==> src/rtl/mem_cycle_timer.sv <==
// PDP-8/I memory cycle timer: sequences TS1-TS4 and TP1-TP4 on 50 ns ticks.
// Outputs are registered decodes of the state register, one tick behind it.
module mem_cycle_timer #(
    parameter int TS1_LEN = 7,
    parameter int TS2_LEN = 8,
    parameter int TS3_LEN = 7,
    parameter int TS4_LEN = 8,
    parameter int TP_W    = 2
) (
    input  logic clk,
    input  logic reset,
    input  logic run,
    input  logic start,
    input  logic halt,
    input  logic pause,
    output logic mem_start_n,
    output logic ts1,
    output logic ts2,
    output logic ts3,
    output logic ts4,
    output logic tp1,
    output logic tp2,
    output logic tp3,
    output logic tp4,
    output logic busy,
    output logic cycle_done
);

    typedef enum logic [2:0] {
        IDLE,
        S_TS1,
        S_TS2,
        S_TS3,
        S_TS4
    } state_t;

    localparam logic [4:0] END1 = 5'(TS1_LEN - 1);
    localparam logic [4:0] END2 = 5'(TS2_LEN - 1);
    localparam logic [4:0] END3 = 5'(TS3_LEN - 1);
    localparam logic [4:0] END4 = 5'(TS4_LEN - 1);
    localparam logic [4:0] TPS1 = 5'(TS1_LEN - TP_W);
    localparam logic [4:0] TPS2 = 5'(TS2_LEN - TP_W);
    localparam logic [4:0] TPS3 = 5'(TS3_LEN - TP_W);
    localparam logic [4:0] TPS4 = 5'(TS4_LEN - TP_W);
    localparam logic [4:0] HOLD = 5'(TS3_LEN - TP_W - 1);

    state_t     state_q;
    state_t     state_d;
    logic [4:0] cnt_q;
    logic [4:0] cnt_d;
    logic       start_q;
    logic       start_edge;
    logic       go_on;

    assign start_edge = start & ~start_q;
    assign go_on      = run & ~halt;

    always_comb begin
        state_d = state_q;
        cnt_d   = cnt_q + 5'd1;
        unique case (state_q)
            IDLE: begin
                cnt_d = '0;
                if (start_edge || go_on) begin
                    state_d = S_TS1;
                end
            end
            S_TS1: begin
                if (cnt_q == END1) begin
                    state_d = S_TS2;
                    cnt_d   = '0;
                end
            end
            S_TS2: begin
                if (cnt_q == END2) begin
                    state_d = S_TS3;
                    cnt_d   = '0;
                end
            end
            S_TS3: begin
                if (cnt_q == END3) begin
                    state_d = S_TS4;
                    cnt_d   = '0;
                end else if (pause && cnt_q == HOLD) begin
                    // I/O pause parks TS3 just before TP3 opens
                    cnt_d = cnt_q;
                end
            end
            S_TS4: begin
                if (cnt_q == END4) begin
                    state_d = go_on ? S_TS1 : IDLE;
                    cnt_d   = '0;
                end
            end
            default: begin
                state_d = IDLE;
                cnt_d   = '0;
            end
        endcase
    end

    always_ff @(posedge clk) begin
        if (reset) begin
            state_q <= IDLE;
            cnt_q   <= '0;
            start_q <= 1'b0;
        end else begin
            state_q <= state_d;
            cnt_q   <= cnt_d;
            start_q <= start;
        end
    end

    logic s1;
    logic s2;
    logic s3;
    logic s4;

    assign s1 = (state_q == S_TS1);
    assign s2 = (state_q == S_TS2);
    assign s3 = (state_q == S_TS3);
    assign s4 = (state_q == S_TS4);

    always_ff @(posedge clk) begin
        if (reset) begin
            mem_start_n <= 1'b1;
            ts1         <= 1'b0;
            ts2         <= 1'b0;
            ts3         <= 1'b0;
            ts4         <= 1'b0;
            tp1         <= 1'b0;
            tp2         <= 1'b0;
            tp3         <= 1'b0;
            tp4         <= 1'b0;
            busy        <= 1'b0;
            cycle_done  <= 1'b0;
        end else begin
            mem_start_n <= ~(s1 && cnt_q == 5'd0);
            ts1         <= s1;
            ts2         <= s2;
            ts3         <= s3;
            ts4         <= s4;
            tp1         <= s1 && cnt_q >= TPS1;
            tp2         <= s2 && cnt_q >= TPS2;
            tp3         <= s3 && cnt_q >= TPS3;
            tp4         <= s4 && cnt_q >= TPS4;
            busy        <= s1 | s2 | s3 | s4;
            cycle_done  <= s4 && cnt_q == END4;
        end
    end

endmodule

==> config.mk <==
export PLATFORM = sky130hd
export DESIGN_NAME = mem_cycle_timer
export DESIGN_NICKNAME = d
export VERILOG_FILES = /design/src/rtl/mem_cycle_timer.sv
export SDC_FILE = /design/constraint.sdc
export NUM_CORES = 1
export LEC_CHECK = 0
export ABC_AREA = 1
export CAP_MARGIN = 30
export CELL_PAD_IN_SITES_DETAIL_PLACEMENT = 1
export CELL_PAD_IN_SITES_GLOBAL_PLACEMENT = 2
export CORE_ASPECT_RATIO = 1.5
export CORE_MARGIN = 2
export CORE_UTILIZATION = 28
export CTS_BUF_LIST = sky130_fd_sc_hd__clkbuf_2 sky130_fd_sc_hd__clkbuf_4 sky130_fd_sc_hd__clkbuf_8
export CTS_CLUSTER_SIZE = 24
export DETAILED_ROUTE_END_ITERATION = 16
export PLACE_DENSITY_LB_ADDON = 0.3
export SLEW_MARGIN = 5
export SYNTH_ARGS = -nofsm -noshare
export SYNTH_HDL_FRONTEND = slang
export SYNTH_SLANG_ARGS = --single-unit
==> constraint.sdc <==
create_clock -name clk -period 1.2 [get_ports clk]
set_input_delay 0.36 -clock clk [delete_from_list [all_inputs] [get_ports clk]]
set_output_delay 0.36 -clock clk [all_outputs]
set_load 0.05 [all_outputs]
==> report_table.html, run 1 <==
<table>
<tr><th>Metric</th><th>Value</th></tr>
<tr><th colspan="2">Floorplanning</th></tr>
<tr><td>Core region area</td><td>3380 um^2</td></tr>
<tr><td>Initial standard-cell utilization of the core</td><td>0.291</td></tr>
<tr><td>Die area</td><td>4020 um^2</td></tr>
<tr><td>Number of I/O pins</td><td>17</td></tr>
<tr><td>Die width</td><td>52.5 um</td></tr>
<tr><td>Die extent in y</td><td>76.7 um</td></tr>
<tr><td>Placement row count</td><td>26</td></tr>
<tr><th colspan="2">Timing</th></tr>
<tr><td>RSZ-0062 raised after global routing</td><td>true</td></tr>
<tr><td>Worst-case setup margin in the final layout</td><td>-0.104 ns</td></tr>
<tr><td>Max-slew violation count</td><td>0</td></tr>
<tr><td>Final Hold Violating Endpoints</td><td>0</td></tr>
<tr><td>Peak clock frequency supported by timing</td><td>0.767 GHz</td></tr>
<tr><td>Share of the clock period used by the worst path</td><td>1.09</td></tr>
<tr><td>Skew final</td><td>0.00614 ns</td></tr>
<tr><td>Setup TNS</td><td>-0.462 ns</td></tr>
<tr><td>Setup violations, final</td><td>10</td></tr>
<tr><td>Post-route worst hold slack</td><td>0.598 ns</td></tr>
<tr><td>Worst max-slew margin expressed relative to the limit</td><td>0.780</td></tr>
<tr><td>Post-layout minimum cycle time</td><td>1.30 ns</td></tr>
<tr><td>Measured slew at the worst slew-check pin</td><td>0.330 ns</td></tr>
<tr><th colspan="2">Setup path</th></tr>
<tr><td>Data required time of the worst path</td><td>1.38 ns</td></tr>
<tr><td>Critical path fanouts, max</td><td>6</td></tr>
<tr><td>Startpoint Class</td><td>register</td></tr>
<tr><td>Crit. End Element</td><td>register</td></tr>
<tr><td>Number of cells on the worst reg-to-reg path</td><td>9</td></tr>
<tr><td>WP data arrival</td><td>1.49 ns</td></tr>
<tr><td>Critical path start-end classification</td><td>register to register</td></tr>
<tr><th colspan="2">Clock tree</th></tr>
<tr><td>Number of H-tree branching levels</td><td>1</td></tr>
<tr><td>CTS hold repair buffers</td><td>0</td></tr>
<tr><td>CTS root buffer</td><td>clkbuf_8</td></tr>
<tr><td>Number of buffers created by CTS</td><td>3</td></tr>
<tr><td>Clock slew at reported path FFs</td><td>0.08 ns</td></tr>
<tr><td>Insertion delay to the later sink of the worst-skew pair</td><td>0.26 ns</td></tr>
<tr><td>Clock net sink count</td><td>20</td></tr>
<tr><td>CTS tree</td><td>yes</td></tr>
<tr><td>Longest Clk Path Bufs</td><td>2</td></tr>
<tr><th colspan="2">Routing</th></tr>
<tr><td>Average wire per cell in the routed design</td><td>12.4 um</td></tr>
<tr><td>Total wire length</td><td>2.63 mm</td></tr>
<tr><td>Vias per cell</td><td>4.56</td></tr>
<tr><td>Iteration-0 DRC count of the detailed router</td><td>10</td></tr>
<tr><td>DRC violations left</td><td>0</td></tr>
<tr><td>Count of nets left with antenna violations after detail routing</td><td>0</td></tr>
<tr><td>Total iterations of the first detailed-routing run</td><td>3</td></tr>
<tr><td>Vias post-DR</td><td>963</td></tr>
<tr><th colspan="2">Global routing</th></tr>
<tr><td>Total Routing Usage GR</td><td>0.150</td></tr>
<tr><td>Gr ovfl total</td><td>0</td></tr>
<tr><td>Largest net degree at the start of global routing</td><td>11</td></tr>
<tr><td>Via count of the first global-routing pass</td><td>1,018</td></tr>
<tr><td>Initial antenna violation count</td><td>0</td></tr>
<tr><td>First-pass GRT wire length</td><td>4.63 mm</td></tr>
<tr><th colspan="2">Placed design</th></tr>
<tr><td>DPL Wire Length</td><td>2.07 mm</td></tr>
<tr><td>Area post-placement</td><td>1470 um^2</td></tr>
<tr><td>Final RePlAce weighted congestion</td><td>0.837</td></tr>
<tr><td>Placed instance count</td><td>205</td></tr>
<tr><td>Number of port buffers</td><td>16</td></tr>
<tr><th colspan="2">Layout</th></tr>
<tr><td>Count of filler cells inserted in the layout</td><td>413</td></tr>
<tr><td>NumNets Final</td><td>181</td></tr>
<tr><td>Reg with most FFs</td><td>cnt_q</td></tr>
<tr><td>Final instance area</td><td>1620 um^2</td></tr>
<tr><td>Share of post-route cells with drive strength above 1</td><td>0.438</td></tr>
<tr><td>Area of the multi-input gates</td><td>586 um^2</td></tr>
<tr><td>N_diodes</td><td>0</td></tr>
<tr><td>Final standard cell count with taps included and fillers excluded</td><td>211</td></tr>
<tr><td>Biggest registers after layout</td><td>cnt_q (5), state_q (3)</td></tr>
<tr><td>Layout overhead on the synthesized area</td><td>63.8%</td></tr>
<tr><td>Flip-flop count of the largest register after layout</td><td>5</td></tr>
<tr><td>Sequential cell area</td><td>409 um^2</td></tr>
<tr><th colspan="2">Pwr</th></tr>
<tr><td>Total power divided by cell area</td><td>1970 nW/um^2</td></tr>
<tr><td>Combinational cell fraction of total power</td><td>0.568</td></tr>
<tr><td>Part of the power in registers</td><td>0.293</td></tr>
<tr><td>Clock network power share</td><td>0.139</td></tr>
<tr><td>Leakage power</td><td>0.735 nW</td></tr>
<tr><td>Worst-case vdd ir drop</td><td>1240 uV</td></tr>
<tr><td>Total net switching power</td><td>1.38 mW</td></tr>
<tr><td>Switching part of the total power</td><td>0.433</td></tr>
<tr><td>P_int</td><td>1.80 mW</td></tr>
<tr><th colspan="2">Logic synthesis</th></tr>
<tr><td>Yosys reg bits</td><td>20</td></tr>
<tr><td>Synth Flop Type</td><td>dfxtp_1</td></tr>
<tr><td>Nets in the synthesized netlist</td><td>137</td></tr>
<tr><td>Share of synthesized flip-flops with an asynchronous set or reset</td><td>0</td></tr>
<tr><td>Sequential area share after synthesis</td><td>0.406</td></tr>
<tr><td>Synthesized instance count</td><td>127</td></tr>
<tr><td>Number of enable flip-flop cells after synthesis</td><td>0</td></tr>
<tr><td>Cell area after synthesis</td><td>986 um^2</td></tr>
<tr><td>Yosys cell types</td><td>23</td></tr>
<tr><td>Count of synthesis-stage warnings from yosys</td><td>0</td></tr>
<tr><td>Mean Syn Cell Area</td><td>7.76 um^2</td></tr>
<tr><th colspan="2">Hold path</th></tr>
<tr><td>WHS Path Cells</td><td>3</td></tr>
<tr><td>Class of the tightest hold or removal check</td><td>register to register</td></tr>
<tr><th colspan="2">Status</th></tr>
<tr><td>Result of the run</td><td>finished with violations</td></tr>
<tr><td>Violations in the final reports</td><td>negative setup slack</td></tr>
<tr><th colspan="2">Run</th></tr>
<tr><td>Max-capacitance violation count</td><td>0</td></tr>
</table>
worst paths after layout:
| kind | startpoint | endpoint | slack (ns) |
|---|---|---|---|
| setup / recovery | cnt_q[1]$_SDFFE_PP0P_ | cnt_q[0]$_SDFFE_PP0P_ | -0.10 |
| hold / removal | state_q[0]$_SDFFE_PP0P_ | state_q[0]$_SDFFE_PP0P_ | 0.60 |
| setup reg to reg | cnt_q[1]$_SDFFE_PP0P_ | cnt_q[0]$_SDFFE_PP0P_ | -0.10 |
| hold reg to reg | state_q[0]$_SDFFE_PP0P_ | state_q[0]$_SDFFE_PP0P_ | 0.60 |
synth_stat cells (2+ instances only):
cell type,n,share of area
nand2_1,26,0.099
nor2_1,21,0.080
dfxtp_1,20,0.41
inv_1,15,0.057
a21oi_1,6,0.030
nand3_1,6,0.030
ha_1,4,0.051
nor3_1,4,0.020
nand2_4,3,0.034
nand3_2,3,0.030
nand4_1,3,0.019
inv_2,2,0.0076
nand2_2,2,0.013
nand3_4,2,0.036
nor2_2,2,0.013
power groups by stage:
| stage | clock (mW) | combinational (mW) | sequential [mW] |
|---|---|---|---|
| after floorplan | 0 | 0.871 | 1.03 |
| after global placement | 0 | 1.62 | 0.904 |
| after detailed placement | 0 | 1.67 | 0.908 |
| after CTS | 0.454 | 1.77 | 0.913 |
| after global routing | 0.488 | 2.04 | 0.944 |
| final | 0.443 | 1.81 | 0.931 |
through the flow:
stage	setup WS (ns)	total power, mW	utilization
2_1_floorplan	0.00912	1.90	-
3_3_place_gp	-0.289	2.53	0.434
3_5_place_dp	-0.341	2.58	0.434
4_1_cts	-0.111	3.14	0.467
5_1_grt	-0.196	3.47	0.477
6_report	-0.104	3.18	0.477
cells in the final DEF, fill, tap and decap left out, types with 4 or more instances in the layout:
master,n
buf_4,24
nand2_1,24
inv_2,5
clkdlybuf4s50_1,4
inv_1,11
dfxtp_1,17
nand3_1,4
nor2_1,19
buf_12,11
nand2_2,4
nor3_1,4
nor2_2,4
nand3_2,5
per-layer routing:
| metal | up-vias | GRT usage | routed length [um] |
|---|---|---|---|
| met1 | 460 | 0.171 | 1020 |
| met2 | 8 | 0.270 | 1530 |
| met4 | 0 | 0.0615 | 40 |
| li1 | 491 | - | - |
| met5 | - | 0 | 0 |
| met3 | 4 | 0.0175 | 40 |
kinds of logic (layout without fill, tap and decap cells):
logic type,count (synthesis),after routing,share of synthesized area
AND/OR/NAND/NOR,74,74,0.405
AO/OA/AOI/OAI,9,9,0.0533
buffers and inverters,19,61,0.0761
XOR/XNOR,1,1,0.00888
flip-flops,20,20,0.406
adder cells (fa/ha/maj),4,4,0.0508
repair_timing:
item,CTS,global route
endpoints found under the setup margin,14,14
pin swaps,7,7
gates resized for setup,17,7
setup buffers,1,2
final cells by class:
class | count | area share
Clock buffer | 3 | 0.0256
Tap cell | 42 | 0.0325
Sequential cell | 20 | 0.253
Multi-Input combinational cell | 88 | 0.363
Timing Repair Buffer | 41 | 0.285
Inverter | 17 | 0.0411
worst max-delay path, stage by stage (launching register included):
cell and delay [ns]:
dfxtp_4 0.39, ha_4 0.17, nand2_2 0.07, inv_2 0.05, buf_6 0.11, a21oi_1 0.12
nand2_1 0.06, nand2_1 0.07, nand2_1 0.06, a21oi_1 0.13
Power figures use the tool's default switching activity.
==> inputs of run 2 (changes only) <==
--- a/config.mk
+++ b/config.mk
@@ -13,6 +13,7 @@
 export CORE_MARGIN = 2
 export CORE_UTILIZATION = 28
 export CTS_BUF_LIST = sky130_fd_sc_hd__clkbuf_2 sky130_fd_sc_hd__clkbuf_4 sky130_fd_sc_hd__clkbuf_8
+export CTS_CLUSTER_DIAMETER = 40
 export CTS_CLUSTER_SIZE = 24
 export DETAILED_ROUTE_END_ITERATION = 16
 export PLACE_DENSITY_LB_ADDON = 0.3
==> results of run 2 <==
Same layout as run 1: the final DEF is identical, and so are final timing and power.
==> RTL change (settings of run 2) <==
Re-encode `state_t` (5 states) as one-hot, 5 bits wide.
--- a/src/rtl/mem_cycle_timer.sv
+++ b/src/rtl/mem_cycle_timer.sv
@@ -27,10 +27,10 @@
 );
 
-    typedef enum logic [2:0] {
-        IDLE,
-        S_TS1,
-        S_TS2,
-        S_TS3,
-        S_TS4
+    typedef enum logic [4:0] {
+        IDLE  = 5'b00001,
+        S_TS1 = 5'b00010,
+        S_TS2 = 5'b00100,
+        S_TS3 = 5'b01000,
+        S_TS4 = 5'b10000
     } state_t;
 
Behaviour: no difference found for any inputs over 10 cycles, from zero or initial values and one cycle with reset high; not proved beyond that.
==> RTL change against run 2 <==
  * The flow still finishes with violations (setup timing)
  * Hold slack got worse by 0.079 ns
  * Total power shrank 16%
  * Routed wire length increased by 24%
  * Clock power rose by 21%
  * Sequential cell count rose by 2
  * Area after synthesis is 15% higher
  * Setup slack gained 0.0066 ns
  * Cell area grew 16%
  * Highest routed layer unchanged
==> RTL change: results (changes against run 2) <==
<table>
<tr><th>Metric</th><th>Value</th></tr>
<tr><th colspan="2">Power and ir drop</th></tr>
<tr><td>Lkg Pwr</td><td>0.850 nW (+16%)</td></tr>
<tr><td>Worst vdd ir</td><td>0.791 mV (-36%)</td></tr>
<tr><td>Internal cell power</td><td>1.64 mW (-9.2%)</td></tr>
<tr><th colspan="2">Timing</th></tr>
<tr><td>Smallest setup slack after layout</td><td>-0.0970 ns (+0.00660 ns)</td></tr>
<tr><td>Max Clock Skew</td><td>0.00252 ns (-0.00361 ns)</td></tr>
<tr><td>Slew @ Worst Pin</td><td>0.376 ns (+0.0457 ns)</td></tr>
<tr><td>Setup Viol. Count Final</td><td>11 (+1)</td></tr>
<tr><td>Fin Setup TNS</td><td>-0.555 ns (-0.0933 ns)</td></tr>
<tr><th colspan="2">Finish</th></tr>
<tr><td>Largest registers</td><td>cnt_q (5), state_q (5)</td></tr>
<tr><td>Final-layout fill cell count</td><td>486 (+18%)</td></tr>
<tr><td>Net count reported at finish</td><td>213 (+18%)</td></tr>
<tr><td>Final cell count without fillers</td><td>247 (+17%)</td></tr>
<tr><td>Fraction of final layout cells sized beyond drive strength 1</td><td>0.455 (+0.0176)</td></tr>
<tr><th colspan="2">Global routing</th></tr>
<tr><td>Vias in the first global route</td><td>1247 (+22%)</td></tr>
<tr><td>All-Layer GR Usage</td><td>0.153 (+0.00305)</td></tr>
<tr><td>First-pass GRT wire length</td><td>5.50 mm (+19%)</td></tr>
<tr><th colspan="2">Synth</th></tr>
<tr><td>Average size of a mapped cell</td><td>7.15 µm² (-7.9%)</td></tr>
<tr><td>Biggest area contributors in the synthesized netlist</td><td>dfxtp_1 (39%), nand2_1 (11%), nor2_1 (10%)</td></tr>
<tr><td>Net count of the mapped netlist</td><td>168 (+23%)</td></tr>
<tr><td>Part of the Yosys area used for sequential elements</td><td>0.390 (-0.0163)</td></tr>
<tr><td>Count of distinct cell types in the synthesized netlist</td><td>21 (-8.7%)</td></tr>
<tr><td>Top cells by instance count after synthesis</td><td>nand2_1 (34), nor2_1 (30), dfxtp_1 (22)</td></tr>
<tr><th colspan="2">Worst setup path</th></tr>
<tr><td>Worst-path fanout max</td><td>5 (-1)</td></tr>
<tr><th colspan="2">Routing</th></tr>
<tr><td>Initial DRC count</td><td>24 (+14)</td></tr>
<tr><td>Via count of the routed design</td><td>1141 (+18%)</td></tr>
<tr><td>Drt first pass iters</td><td>4 (+1)</td></tr>
<tr><td>Drt wl/cell</td><td>13.2 µm (+6.0%)</td></tr>
<tr><th colspan="2">Placed design</th></tr>
<tr><td>Pre-CTS setup slack</td><td>-0.443 ns (-0.102 ns)</td></tr>
<tr><td>DP Cell Count</td><td>241 (+18%)</td></tr>
<tr><th colspan="2">Status</th></tr>
<tr><td>Failing checks</td><td>setup timing</td></tr>
<tr><td>Outcome</td><td>complete, but fails checks</td></tr>
<tr><th colspan="2">Hold path</th></tr>
<tr><td>Path type of the worst min-delay path</td><td>primary input to flip-flop</td></tr>
</table>
RTL change: cell count changes after synthesis, sizes merged, moves of 2 or more:
cell,change
dfxtp,+2
nor2,+11
nand4,+5
nand2,+8
inv,+7
buf,+2
nand3,-4
o21ai,+3
RTL change: kinds of logic after synthesis:
kind of cell	count (synthesis)	synth area share
compound gates	8	0.0354
fa+ha+maj	4	0.0443
flops	22	0.390
buf+inv	27	0.0919
simple gates	96	0.431
xor+xnor	1	0.00775
RTL change: cell type report:
type / instances / area (µm²) / share of cell area
Timing Repair Buffer: 43 / 480 / 0.257
Sequential cell: 22 / 454 / 0.243
Multi-Input combinational cell: 109 / 727 / 0.389
Tap cell: 45 / 56.3 / 0.0301
Clock buffer: 4 / 55.1 / 0.0295
Inverter: 24 / 95.1 / 0.0509
RTL change: repair_timing:
| action | 4_1_cts | 5_1_grt |
|---|---|---|
| endpoints found under the hold margin | 0 | 0 |
| pin swaps | 13 | 11 |
| setup buffers | 1 | 2 |
| cloned | 0 | 0 |
| gates resized for setup | 21 | 20 |
| endpoints found under the setup margin | 15 | 16 |
RTL change: per-stage QoR:
stage,power (mW),instance area [µm²]
global placement,1.97,1660
CTS,2.66,1790
floorplan,1.60,1160
detailed placement,2.00,1660
global route,2.89,1870
finish,2.67,1870
RTL change: worst paths after layout:
| check | cells past startpoint | slack (ns) | end | from |
|---|---|---|---|---|
| setup / recovery | 9 | -0.1 | state_q[3] | cnt_q[1] |
| hold / removal | 2 | 0.52 | ts2 | reset |
| setup reg to reg | 9 | -0.1 | state_q[3] | cnt_q[1] |
| hold reg to reg | 4 | 0.60 | state_q[0] | start_q |
RTL change: power by group through the flow:
stage | logic (mW) | clock network, mW | registers [mW]
after global routing | 1.35 | 0.586 | 0.959
after floorplan | 0.611 | 0 | 0.989
after global placement | 1.03 | 0 | 0.938
after detailed placement | 1.06 | 0 | 0.943
final | 1.19 | 0.537 | 0.944
after CTS | 1.16 | 0.561 | 0.939
RTL change: layer usage:
metal / track usage / share of wire
met4: 0.0429 / 0.0083
met1: 0.148 / 0.36
met3: 0.0142 / 0.010
met5: 0 / 0
met2: 0.336 / 0.62
